[config.mk]
export PLATFORM = sky130hd
export DESIGN_NAME = reg_write_decoder
export DESIGN_NICKNAME = d
export VERILOG_FILES = /design/src/rtl/reg_write_decoder.sv
export SDC_FILE = /design/constraint.sdc
export NUM_CORES = 1
export LEC_CHECK = 0
export BUFFER_PORTS_ARGS = -buffer_cell sky130_fd_sc_hd__buf_2
export CORE_AREA = 2 2 66 62
export DETAILED_ROUTE_END_ITERATION = 8
export DIE_AREA = 0 0 68 64
export PLACE_DENSITY_LB_ADDON = 0.25
export RECOVER_POWER = 100
export SYNTH_ARGS = -nofsm -noshare
export SYNTH_HDL_FRONTEND = slang
export SYNTH_SLANG_ARGS = --single-unit
[constraint.sdc]
create_clock -name clock -period 2.2 [get_ports clock]
set_input_delay 0.33 -clock clock [delete_from_list [all_inputs] [get_ports clock]]
set_output_delay 0.33 -clock clock [all_outputs]
set_load 0.02 [all_outputs]
[src/rtl/reg_write_decoder.sv]
// Registered one-hot write-enable decoder for a register file, with a
// clear-sweep mode that walks every register index once and then pulses done.
module reg_write_decoder #(
    parameter int unsigned ADDR_W    = 5,
    parameter bit          MASK_ZERO = 1'b1
) (
    input  logic                     clock,
    input  logic                     reset,
    input  logic                     ctrl_writeEnable,
    input  logic [ADDR_W-1:0]        ctrl_writeReg,
    input  logic                     sweep_start,
    output logic [(1<<ADDR_W)-1:0]   one_hot,
    output logic                     sweep_busy,
    output logic                     sweep_done,
    output logic                     write_dropped
);

    localparam int unsigned N  = 1 << ADDR_W;
    localparam int unsigned CW = ADDR_W + 1;
    localparam int unsigned F  = MASK_ZERO ? 32'd1 : 32'd0;

    typedef enum logic [1:0] {
        IDLE  = 2'd0,
        SWEEP = 2'd1,
        DONE  = 2'd2
    } state_e;

    state_e          state_q, state_d;
    logic [CW-1:0]   cnt_q, cnt_d;
    logic [N-1:0]    one_hot_q, one_hot_d;
    logic            busy_q, busy_d;
    logic            done_q, done_d;
    logic            drop_q, drop_d;
    logic            masked_c;

    // Index 0 is reserved (e.g. a hard-wired zero register) when masking is on.
    assign masked_c = MASK_ZERO && (ctrl_writeReg == '0);

    // Next-state and next-output logic; every output register defaults low.
    always_comb begin
        state_d   = state_q;
        cnt_d     = cnt_q;
        one_hot_d = '0;
        busy_d    = 1'b0;
        done_d    = 1'b0;
        drop_d    = 1'b0;
        case (state_q)
            IDLE: begin
                if (sweep_start) begin
                    state_d   = SWEEP;
                    one_hot_d = N'(1) << F;
                    cnt_d     = CW'(F + 1);
                    busy_d    = 1'b1;
                    drop_d    = ctrl_writeEnable;
                end else if (ctrl_writeEnable && !masked_c) begin
                    one_hot_d = N'(1) << ctrl_writeReg;
                end
            end
            SWEEP: begin
                drop_d = ctrl_writeEnable;
                // Counter runs one ahead of the displayed index; N means N-1 was shown.
                if (cnt_q == CW'(N)) begin
                    state_d = DONE;
                    done_d  = 1'b1;
                    cnt_d   = '0;
                end else begin
                    one_hot_d = N'(1) << cnt_q[ADDR_W-1:0];
                    busy_d    = 1'b1;
                    cnt_d     = cnt_q + CW'(1);
                end
            end
            DONE: begin
                state_d = IDLE;
                drop_d  = ctrl_writeEnable;
            end
            default: begin
                state_d = IDLE;
                cnt_d   = '0;
            end
        endcase
    end

    always_ff @(posedge clock or posedge reset) begin
        if (reset) begin
            state_q   <= IDLE;
            cnt_q     <= '0;
            one_hot_q <= '0;
            busy_q    <= 1'b0;
            done_q    <= 1'b0;
            drop_q    <= 1'b0;
        end else begin
            state_q   <= state_d;
            cnt_q     <= cnt_d;
            one_hot_q <= one_hot_d;
            busy_q    <= busy_d;
            done_q    <= done_d;
            drop_q    <= drop_d;
        end
    end

    assign one_hot       = one_hot_q;
    assign sweep_busy    = busy_q;
    assign sweep_done    = done_q;
    assign write_dropped = drop_q;

endmodule
==> results of run 1 <==
-- synth_stat cells --
cell type / instances / area share
a21oi_1: 4 / 0.011
clkbuf_1: 2 / 0.0040
buf_6: 2 / 0.012
nor2_1: 6 / 0.012
ha_1: 10 / 0.066
and2_1: 1 / 0.0033
o311a_1: 1 / 0.0053
o31ai_1: 1 / 0.0040
nor3b_1: 1 / 0.0040
nand3b_1: 5 / 0.020
o311ai_0: 1 / 0.0046
o221ai_1: 1 / 0.0046
buf_1: 1 / 0.0020
nor2b_4: 1 / 0.0073
inv_1: 10 / 0.020
or2_2: 1 / 0.0033
nand3_1: 9 / 0.024
mux2i_1: 1 / 0.0053
o21ai_4: 1 / 0.0086
nor3_1: 4 / 0.011
o21ai_0: 2 / 0.0053
nand2b_1: 4 / 0.013
o22a_2: 1 / 0.0053
o211ai_1: 1 / 0.0040
or3b_2: 3 / 0.014
dfrtp_1: 43 / 0.57
a22oi_1: 1 / 0.0040
or4_1: 1 / 0.0040
or2_0: 1 / 0.0033
nand2_1: 16 / 0.032
o41ai_1: 1 / 0.0046
o22ai_1: 30 / 0.099
a21o_2: 1 / 0.0046
o21ai_1: 1 / 0.0026
or3_1: 1 / 0.0033
-- kinds of logic (layout without fill, tap and decap cells) --
group                    Yosys count  count (layout)  share of synthesized area
AO/OA/AOI/OAI                     47              47                      0.168
adder cells (fa/ha/maj)           10              10                     0.0662
multiplexers                       1               1                    0.00530
flip-flops                        43              43                      0.570
AND/OR/NAND/NOR                   54              54                      0.154
buffers and inverters             15              65                     0.0377
-- routing by layer --
layer  GRT usage  vias to the layer above  routed length, µm
met2       0.312                       60               1980
met4       0.108                        0                 57
li1            -                      724                  -
met5           0                        -                  0
met1       0.254                      718               1750
met3      0.0423                        7                300
-- flip-flops by register name, summed over array words and instances (netlist names) --
signal and cells:
one_hot 32, sweep_busy 1, cnt_q 6, write_dropped 1, state_q 2, sweep_done 1
-- power groups by stage --
stage / registers [mW] / clock network, mW / logic [mW]
after floorplan: 1.01 / 0 / 0.492
after global placement: 0.958 / 0 / 0.711
after detailed placement: 0.965 / 0 / 0.733
after CTS: 0.949 / 0.721 / 0.739
after global routing: 0.969 / 0.765 / 0.789
final: 0.952 / 0.711 / 0.709
-- metrics by stage --
step                power (mW)  hold slack, ns   util
floorplan                 1.50           0.461      -
finish                    2.37           0.308  0.616
global route              2.52           0.325  0.616
CTS                       2.41           0.169  0.632
detailed placement        1.70           0.484  0.595
global placement          1.67           0.472  0.595
-- layout by cell type, fill, tap and decap left out, drive strengths merged --
cell type  Yosys  routed
bufinv         0       2
o31ai          1       1
nand3          9       9
nand3b         5       5
and2           1       1
o311a          1       1
inv           10      10
a21o           1       1
a21oi          4       4
o211ai         1       1
o21ai          4       4
ha            10      10
dfrtp         43      43
or3b           3       3
o221ai         1       1
o22ai         30      30
o41ai          1       1
clkbuf         2      44
nand2         16      16
o311ai         1       1
or3            1       1
or2            2       2
a22oi          1       1
o22a           1       1
mux2i          1       1
nor2b          1       1
buf            3       9
nor3           4       4
nor3b          1       1
nand2b         4       4
or4            1       1
nor2           6       6
-- cell type report --
type / instances / area (µm²)
clock buffers: 6 / 72.6
clock inverters: 2 / 60.1
fillers: 328 / 1390
inverters: 10 / 37.5
multi-input cells: 112 / 737
flip-flops and latches: 43 / 1080
well taps: 46 / 57.6
repair buffers: 47 / 191
-- final timing paths --
path | start | end | slack [ns]
setup / recovery | state_q[0] | cnt_q[0] | 0.25
hold / removal | ctrl_writeEnable | write_dropped | 0.31
setup reg to reg | state_q[0] | cnt_q[0] | 0.25
hold reg to reg | cnt_q[5] | cnt_q[5] | 0.56
max in group asynchronous | reset | one_hot[31] | 1.27
min in group asynchronous | reset | one_hot[0] | 0.33
==> flow_summary.yaml, run 1 <==
run_status:
  status: "complete, no violations"
critical_path:
  cpPeakStageDelay_ns: 0.42
  crit_required_ns: 2.39
  path_buf_inv: 2
  worst-path-stages: 7
  critPathTopFamily: "simple AND/OR/NAND/NOR gates"
  worstSetupPathType: "reg2reg"
  crit_arrival_ns: 2.14
  worstPathCellList: "inv_1 > ha_1 > nor2b_2 > or2_0 > clkbuf_1 > nor3_1 > a21o_2"
  r2r.worst_path.cells: 7
  end_kind: "register"
  crit_slowest_cell: "dfrtp_1"
  critPathLaunchType: "register"
  critPathMaxFanout: 9
floorplanning:
  die-width_um: 68
  die_h_um: 64
  dieArea_um2: 4350
  start_util: 0.521
  core_um2: 3630
  io_pins: 44
  rows: 21
sta:
  fin_tns_setup_ns: 0
  setup-violations-final: 0
  fmax_mhz: 512
  hold_violations: 0
  layout_setup_ws_ns: 0.248
  slew_violations: 0
  fin_crit_sh: 0.887
  rsz0062_at_grt: "no"
  skew_ns: 0.00485
  slew_headroom: 0.346
  worst_pin_slew_ns: 0.981
  fin_crit_ns: 1.95
routing:
  via_count: 1509
  first_iter_violations: 132
  route.detailed.vias_per_inst: 5.67
  drc: 0
  dr.pass1.iters: 4
  wirelength_um: 4080
  wire_per_inst_um: 15.4
  ant_nets: 0
synthesis:
  synth_seq_cells: 43
  ys_warn_count: 0
  yosysUniqueCellTypes: 35
  synth_area_per_cell_um2: 11.1
  ys_seq_area_frac: 0.570
  netlist_area_um2: 1890
  synth.net_count: 189
  synth_cells: 170
power_and_ir_drop:
  p_sw_mw: 0.799
  p_leak_nw: 0.979
  clkPwrFrac: 0.300
  power_density_nw_per_um2: 1060
  vdd_ir_drop_max_mv: 0.617
  p_seq_frac: 0.401
  power_frac_comb: 0.299
  p_int_mw: 1.57
  p_sw_frac: 0.337
placement:
  hpwl_um: 2960
  place_inst: 258
  io_buffers: 43
  placed_area_um2: 2160
  gp_congestion: 0.891
  dp_slack_ns: 0.294
min_path:
  hold_path_class: "in2reg"
  min_delay_path_depth: 2
cells_and_area:
  antenna_cells: 0
  drive_above_1_share: 0.114
  layoutNonFillerInstCount: 266
  nNetsFinal: 238
  finalInstanceArea_um2: 2230
  syn_to_final_growth_pct: 18.1
cts:
  h-tree-depth: 2
  clkTransAtPathRegs_ns: 0.08
  postCtsSetupRepairBufs: 0
  cts_buffers: 5
  clk_path_buf_depth: 2
  clock_latency_ns: 0.29
  cts_tree: "done"
  root_buffer: "clkbuf_8"
  cts_resized: 0
  clock-sinks: 43
  cts_hold_buf: 0
global_routing:
  grt_overflow: 0
  grt.total_usage: 0.199
  grt_pass1_vias: 1462
  grt_max_degree: 44
  antenna_found_initial: 0
  grt_pass1_wl_um: 6510
flow_run:
  drv_cap: 0
(Power assumes the default switching activity.)
==> run 2, diff against run 1 <==
--- a/config.mk
+++ b/config.mk
@@ -5,10 +5,13 @@
 export SDC_FILE = /design/constraint.sdc
 export NUM_CORES = 1
 export LEC_CHECK = 0
+export ABC_AREA = 1
 export BUFFER_PORTS_ARGS = -buffer_cell sky130_fd_sc_hd__buf_2
-export CORE_AREA = 2 2 66 62
+export CAP_MARGIN = 20
+export CORE_AREA = 2 2 71 66
+export CTS_CLUSTER_DIAMETER = 40
 export DETAILED_ROUTE_END_ITERATION = 8
-export DIE_AREA = 0 0 68 64
+export DIE_AREA = 0 0 73 68
 export PLACE_DENSITY_LB_ADDON = 0.25
 export RECOVER_POWER = 100
 export SYNTH_ARGS = -nofsm -noshare
==> run 2 against run 1 <==
  * Non-clock buffer count down 3
  * Register-to-register slack better by 0.16 ns
  * Area after synthesis is 20% higher
  * Design area is 10% higher
  * Critical endpoint is now one_hot[7]
  * Highest routed layer unchanged
==> flow_summary.yaml, run 2 <==
power_and_ir_drop:
  vdd_ir_drop_max_mv: 0.480
  finalPower_mw: 2.07
  p_leak_nw: 1.18
  p_sw_frac: 0.390
  power_density_nw_per_um2: 842
  p_int_mw: 1.26
  clkPwrFrac: 0.229
  p_sw_mw: 0.809
  p_seq_frac: 0.459
  power_frac_comb: 0.312
critical_path:
  critPathMaxFanout: 14
  crit_required_ns: 2.39
  reg2reg_slack_ns: 0.41
  cpPeakStageDelay_ns: 0.49
  critPathLaunchType: "register"
  worstSetupPathType: "reg2reg"
  crit_slowest_cell: "nor2_2"
  end_kind: "register"
  worstPathCellList: "inv_1 > ha_1 > nand2_1 > nor2_2 > nand2_1 > o21ai_0"
  crit_arrival_ns: 1.99
  crit_top_cell: "nand2_1"
routing:
  dr.pass1.iters: 4
  wirelength_um: 4780
  wire_per_inst_um: 12.8
  drc: 0
  via_count: 1925
  first_iter_violations: 235
  route.detailed.vias_per_inst: 5.16
  ant_nets: 0
cells_and_area:
  fillers: 430
  largest_reg_flops: 32
  antenna_cells: 0
  drive_above_1_share: 0.0681
  final_cell_mix: "nand2_1, dfrtp_1, clkbuf_1"
  nNetsFinal: 341
  syn_to_final_growth_pct: 8.55
  final_common_cell: "nand2_1"
synthesis:
  synth-async-reset-ratio: 1.00
  synth_seq_cells: 43
  synth_top_area_frac: 0.475
  synth_edf_count: 0
  ys_warn_count: 0
  synthTopCellsByArea: "dfrtp_1, nand2_1, ha_1, nor2_1, inv_1"
  yosys_most_used_dff: "dfrtp_1"
  ys_seq_area_frac: 0.475
  ys_top_cells_by_count: "nand2_1, dfrtp_1, nor2_1"
  synth_top_cell_by_area: "dfrtp_1"
  netlist_area_um2: 2270
  synthMostInstantiatedCell: "nand2_1"
  yosysUniqueCellTypes: 23
  synth.net_count: 302
  synth_area_per_cell_um2: 8.01
  synth_cells: 283
floorplanning:
  die-width_um: 73
  core_um2: 4290
  dieArea_um2: 4960
  die_h_um: 68
  rows: 23
  start_util: 0.529
  io_pins: 44
sta:
  slew_violations: 0
  rsz0062_at_grt: "no"
  worst_pin_slew_ns: 0.996
  fin_crit_sh: 0.816
  setup-violations-final: 0
  layout_setup_ws_ns: 0.406
  fmax_mhz: 557
  slew_headroom: 0.336
  skew_ns: 0.00492
  fin_crit_ns: 1.79
  fin_tns_setup_ns: 0
  hold-worst-slack_ns: 0.279
  hold_violations: 0
cts:
  cts_hold_buf: 0
  clkTransAtPathRegs_ns: 0.08
  postCtsSetupRepairBufs: 0
  clk_path_buf_depth: 2
  cts_buffers: 5
  cts_tree: "done"
  cts_resized: 0
  h-tree-depth: 2
  clock_latency_ns: 0.29
  clock-sinks: 43
  root_buffer: "clkbuf_8"
min_path:
  hold_path_class: "in2reg"
global_routing:
  grt_max_degree: 44
  grt_overflow: 0
  grt.total_usage: 0.208
  antenna_found_initial: 0
  grt_pass1_vias: 1769
  grt_pass1_wl_um: 7910
placement:
  dp_slack_ns: 0.530
  gp_congestion: 0.915
  hpwl_um: 3410
  io_buffers: 43
run_status:
  status: "complete, no violations"
flow_run:
  drv_cap: 0
## run 2: layer usage
layer  vias up  global-route usage  part of all wire
met5         -                   0                 0
met4         0              0.0741             0.021
met3        10              0.0515             0.069
met2        74               0.329              0.44
met1       867               0.280              0.47
li1        974                   -                 -
## run 2: worst paths after layout
kind | start | end | depth (start not counted)
worst min-delay path | sweep_start | sweep_busy | 3
worst min register to register | state_q[1] | state_q[1] | 2
worst max register to register | state_q[0] | one_hot[7] | 6
worst max-delay path | state_q[0] | one_hot[7] | 6
min in group asynchronous | reset | cnt_q[4] | 3
max in group asynchronous | reset | sweep_done | 3
## run 2: kinds of logic (layout without fill, tap and decap cells)
group,count (synthesis),in the layout,share of synthesized area
adders and majority gates,10,10,0.0552
buffers and inverters,43,83,0.0877
and+or+nand+nor,150,150,0.284
AOI/OAI and AO/OA,37,37,0.0988
DFF,43,43,0.475
## run 2: layout make-up
class	count	area, µm²	area share
sequential	43	1080	0.437
multi-input combinational	197	942	0.383
timing repair buffer	44	176	0.0717
inverter	31	119	0.0483
clock buffer	6	72.6	0.0295
tap	50	62.6	0.0254
clock inverter	2	12.5	0.00508
## run 2: power groups by stage
stage	Combinational (mW)	Sequential, mW	Clock [mW]
floorplan	0.472	0.998	0
global placement	0.662	0.962	0
detailed placement	0.668	0.962	0
CTS	0.671	0.949	0.491
global route	0.723	0.967	0.526
finish	0.646	0.952	0.475
## run 2: per-stage QoR
step	cells	cell area, µm²	utilization
after floorplan	283	2270	-
after global placement	365	2470	0.577
after detailed placement	365	2470	0.577
after CTS	373	2560	0.596
after global routing	373	2460	0.574
final	373	2460	0.574
## run 2: critical path, delay by kind of cell, from the launching register on
kind / cells / cell delay [ns]
AO/OA/AOI/OAI: 1 / 0.23
AND/OR/NAND/NOR: 3 / 0.74
buffers and inverters: 1 / 0.10
flip-flops: 1 / 0.41
adder cells (fa/ha/maj): 1 / 0.23
==> run 3, diff against run 2 <==
--- a/config.mk
+++ b/config.mk
@@ -5,13 +5,13 @@
 export SDC_FILE = /design/constraint.sdc
 export NUM_CORES = 1
 export LEC_CHECK = 0
-export ABC_AREA = 1
+export ABC_AREA = 0
 export BUFFER_PORTS_ARGS = -buffer_cell sky130_fd_sc_hd__buf_2
 export CAP_MARGIN = 20
-export CORE_AREA = 2 2 71 66
+export CORE_AREA = 2 2 66 62
 export CTS_CLUSTER_DIAMETER = 40
 export DETAILED_ROUTE_END_ITERATION = 8
-export DIE_AREA = 0 0 73 68
+export DIE_AREA = 0 0 68 64
 export PLACE_DENSITY_LB_ADDON = 0.25
 export RECOVER_POWER = 100
 export SYNTH_ARGS = -nofsm -noshare
==> constraint.sdc (replaced) <==
create_clock -name clock -period 1.7 [get_ports clock]
set_input_delay 0.255 -clock clock [delete_from_list [all_inputs] [get_ports clock]]
set_output_delay 0.255 -clock clock [all_outputs]
set_load 0.02 [all_outputs]
==> run 3 against run 2 <==
  * Routed wire length fell by 8.4%
  * Total power is 48% higher
  * Sequential cell count is the same
  * Global-route usage rose by 0.44 points
==> flow_summary.yaml, run 3 (synthesis gave the netlist of run 1 again) <==
run_status:
  status: "complete, no violations"
flow_run:
  drv_cap: 0
cells_and_area:
  syn_to_final_growth_pct: 24.2
  finalInstanceArea_um2: 2350
  drive_above_1_share: 0.219
  largest_reg_flops: 32
  antenna_cells: 0
  nNetsFinal: 255
  final_common_cell: "dfrtp_1"
  final_util: 0.647
  fillers: 316
  final_cell_mix: "dfrtp_1, clkbuf_1, o22ai_1"
global_routing:
  grt_max_degree: 44
  grt_pass1_vias: 1492
  grt_overflow: 0
  antenna_found_initial: 0
  grt_pass1_wl_um: 6880
  grt.total_usage: 0.213
cts:
  clk_path_buf_depth: 2
  root_buffer: "clkbuf_8"
  clkTransAtPathRegs_ns: 0.08
  clock_latency_ns: 0.29
  cts_hold_buf: 0
  h-tree-depth: 2
  cts_tree: "done"
  cts_buffers: 5
  clock-sinks: 43
placement:
  gp_congestion: 0.906
  io_buffers: 43
  hpwl_um: 3040
  placed_area_um2: 2240
floorplanning:
  die_h_um: 64
  dieArea_um2: 4350
  die-width_um: 68
  io_pins: 44
  core_um2: 3630
  start_util: 0.521
  rows: 21
critical_path:
  reg2reg_slack_ns: 0.07
  worstSetupPathType: "reg2reg"
  crit_required_ns: 1.89
  cp-endpoint: "cnt_q[0]"
  crit_arrival_ns: 1.82
  cp-startpoint: "cnt_q[1]"
  worst-path-stages: 6
  path_buf_inv: 1
  critPathTopFamily: "simple AND/OR/NAND/NOR gates"
  end_kind: "register"
  r2r.worst_path.cells: 6
  worstPathCellList: "inv_2 > ha_1 > or3b_4 > o21ai_4 > nor3_1 > a21o_2"
  cpPeakStageDelay_ns: 0.40
  r2r-end: "cnt_q[0]"
  critPathLaunchType: "register"
  crit_slowest_cell: "dfrtp_1"
  r2r_start: "cnt_q[1]"
  critPathMaxFanout: 8
routing:
  drc: 0
  via_count: 1618
  wire_per_inst_um: 15.5
  wirelength_um: 4380
  dr.pass1.iters: 4
  first_iter_violations: 125
  route.detailed.vias_per_inst: 5.72
  ant_nets: 0
sta:
  fmax_mhz: 612
  worst_pin_slew_ns: 0.999
  slew_headroom: 0.334
  fin_crit_ns: 1.63
  fin_crit_sh: 0.961
  skew_ns: 0.00838
  slew_violations: 0
  fin_tns_setup_ns: 0
  hold_violations: 0
  setup-violations-final: 0
power_and_ir_drop:
  p_leak_nw: 1.05
  power_density_nw_per_um2: 1310
  vdd_ir_drop_max_mv: 0.770
min_path:
  min_from: "ctrl_writeEnable"
  hold_path_class: "in2reg"
[run 3: cell count changes in the layout (fill, tap and decap cells not counted), sizes merged, moves of 7 or more]
cell   before  now
inv        31   10
nand2      82   16
nor2       34    6
o21ai      34    4
nand4       9    0
o22ai       1   30
buf         8   27
nand3      16    9
[run 3: per-stage QoR]
step	power [mW]	hold slack [ns]	setup WS (ns)	cells
2_1_floorplan	1.96	0.386	-0.0407	170
3_3_place_gp	2.32	0.396	0.0855	268
3_5_place_dp	2.36	0.408	0.0110	268
4_1_cts	2.98	0.0883	0.00759	277
5_1_grt	3.29	0.238	-0.0304	283
6_report	3.07	0.232	0.0671	283
[run 3: report_power, final]
group / switching (mW) / internal [mW] / total, mW
combinational: 0.728 / 0.541 / 1.27
sequential: 0.0455 / 1.14 / 1.18
clock: 0.330 / 0.287 / 0.617
total: 1.10 / 1.96 / 3.07
[run 3: how the worst min path moves through the flow]
stage	end	cells past startpoint	slack (ns)
global placement	one_hot[21]	3	0.40
finish	write_dropped	2	0.23
global route	write_dropped	2	0.24
CTS	one_hot[17]	3	0.09
detailed placement	one_hot[0]	3	0.41
floorplan	sweep_busy	2	0.39
[run 3: cell type report]
class / instances / area [µm²] / share of cell area
inverter: 10 / 37.5 / 0.0160
tap: 46 / 57.6 / 0.0245
timing repair buffer: 64 / 324 / 0.138
clock buffer: 6 / 72.6 / 0.0309
sequential: 43 / 1080 / 0.458
multi-input combinational: 112 / 767 / 0.327
clock inverter: 2 / 12.5 / 0.00533
[run 3: repair_timing]
item,4_1_cts,5_1_grt
pin swaps,0,3
setup buffers,1,6
endpoints found under the setup margin,1,26
resized for setup,0,9
[run 3: metal layers]
metal  wire length (µm)  share of wire  track usage  vias up
li1                   -              -            -      758
met1               1840           0.42        0.265      787
met2               2140           0.49        0.331       64
met3                290          0.066       0.0423        9
met4                115          0.026        0.135        0
met5                  0              0            0        -
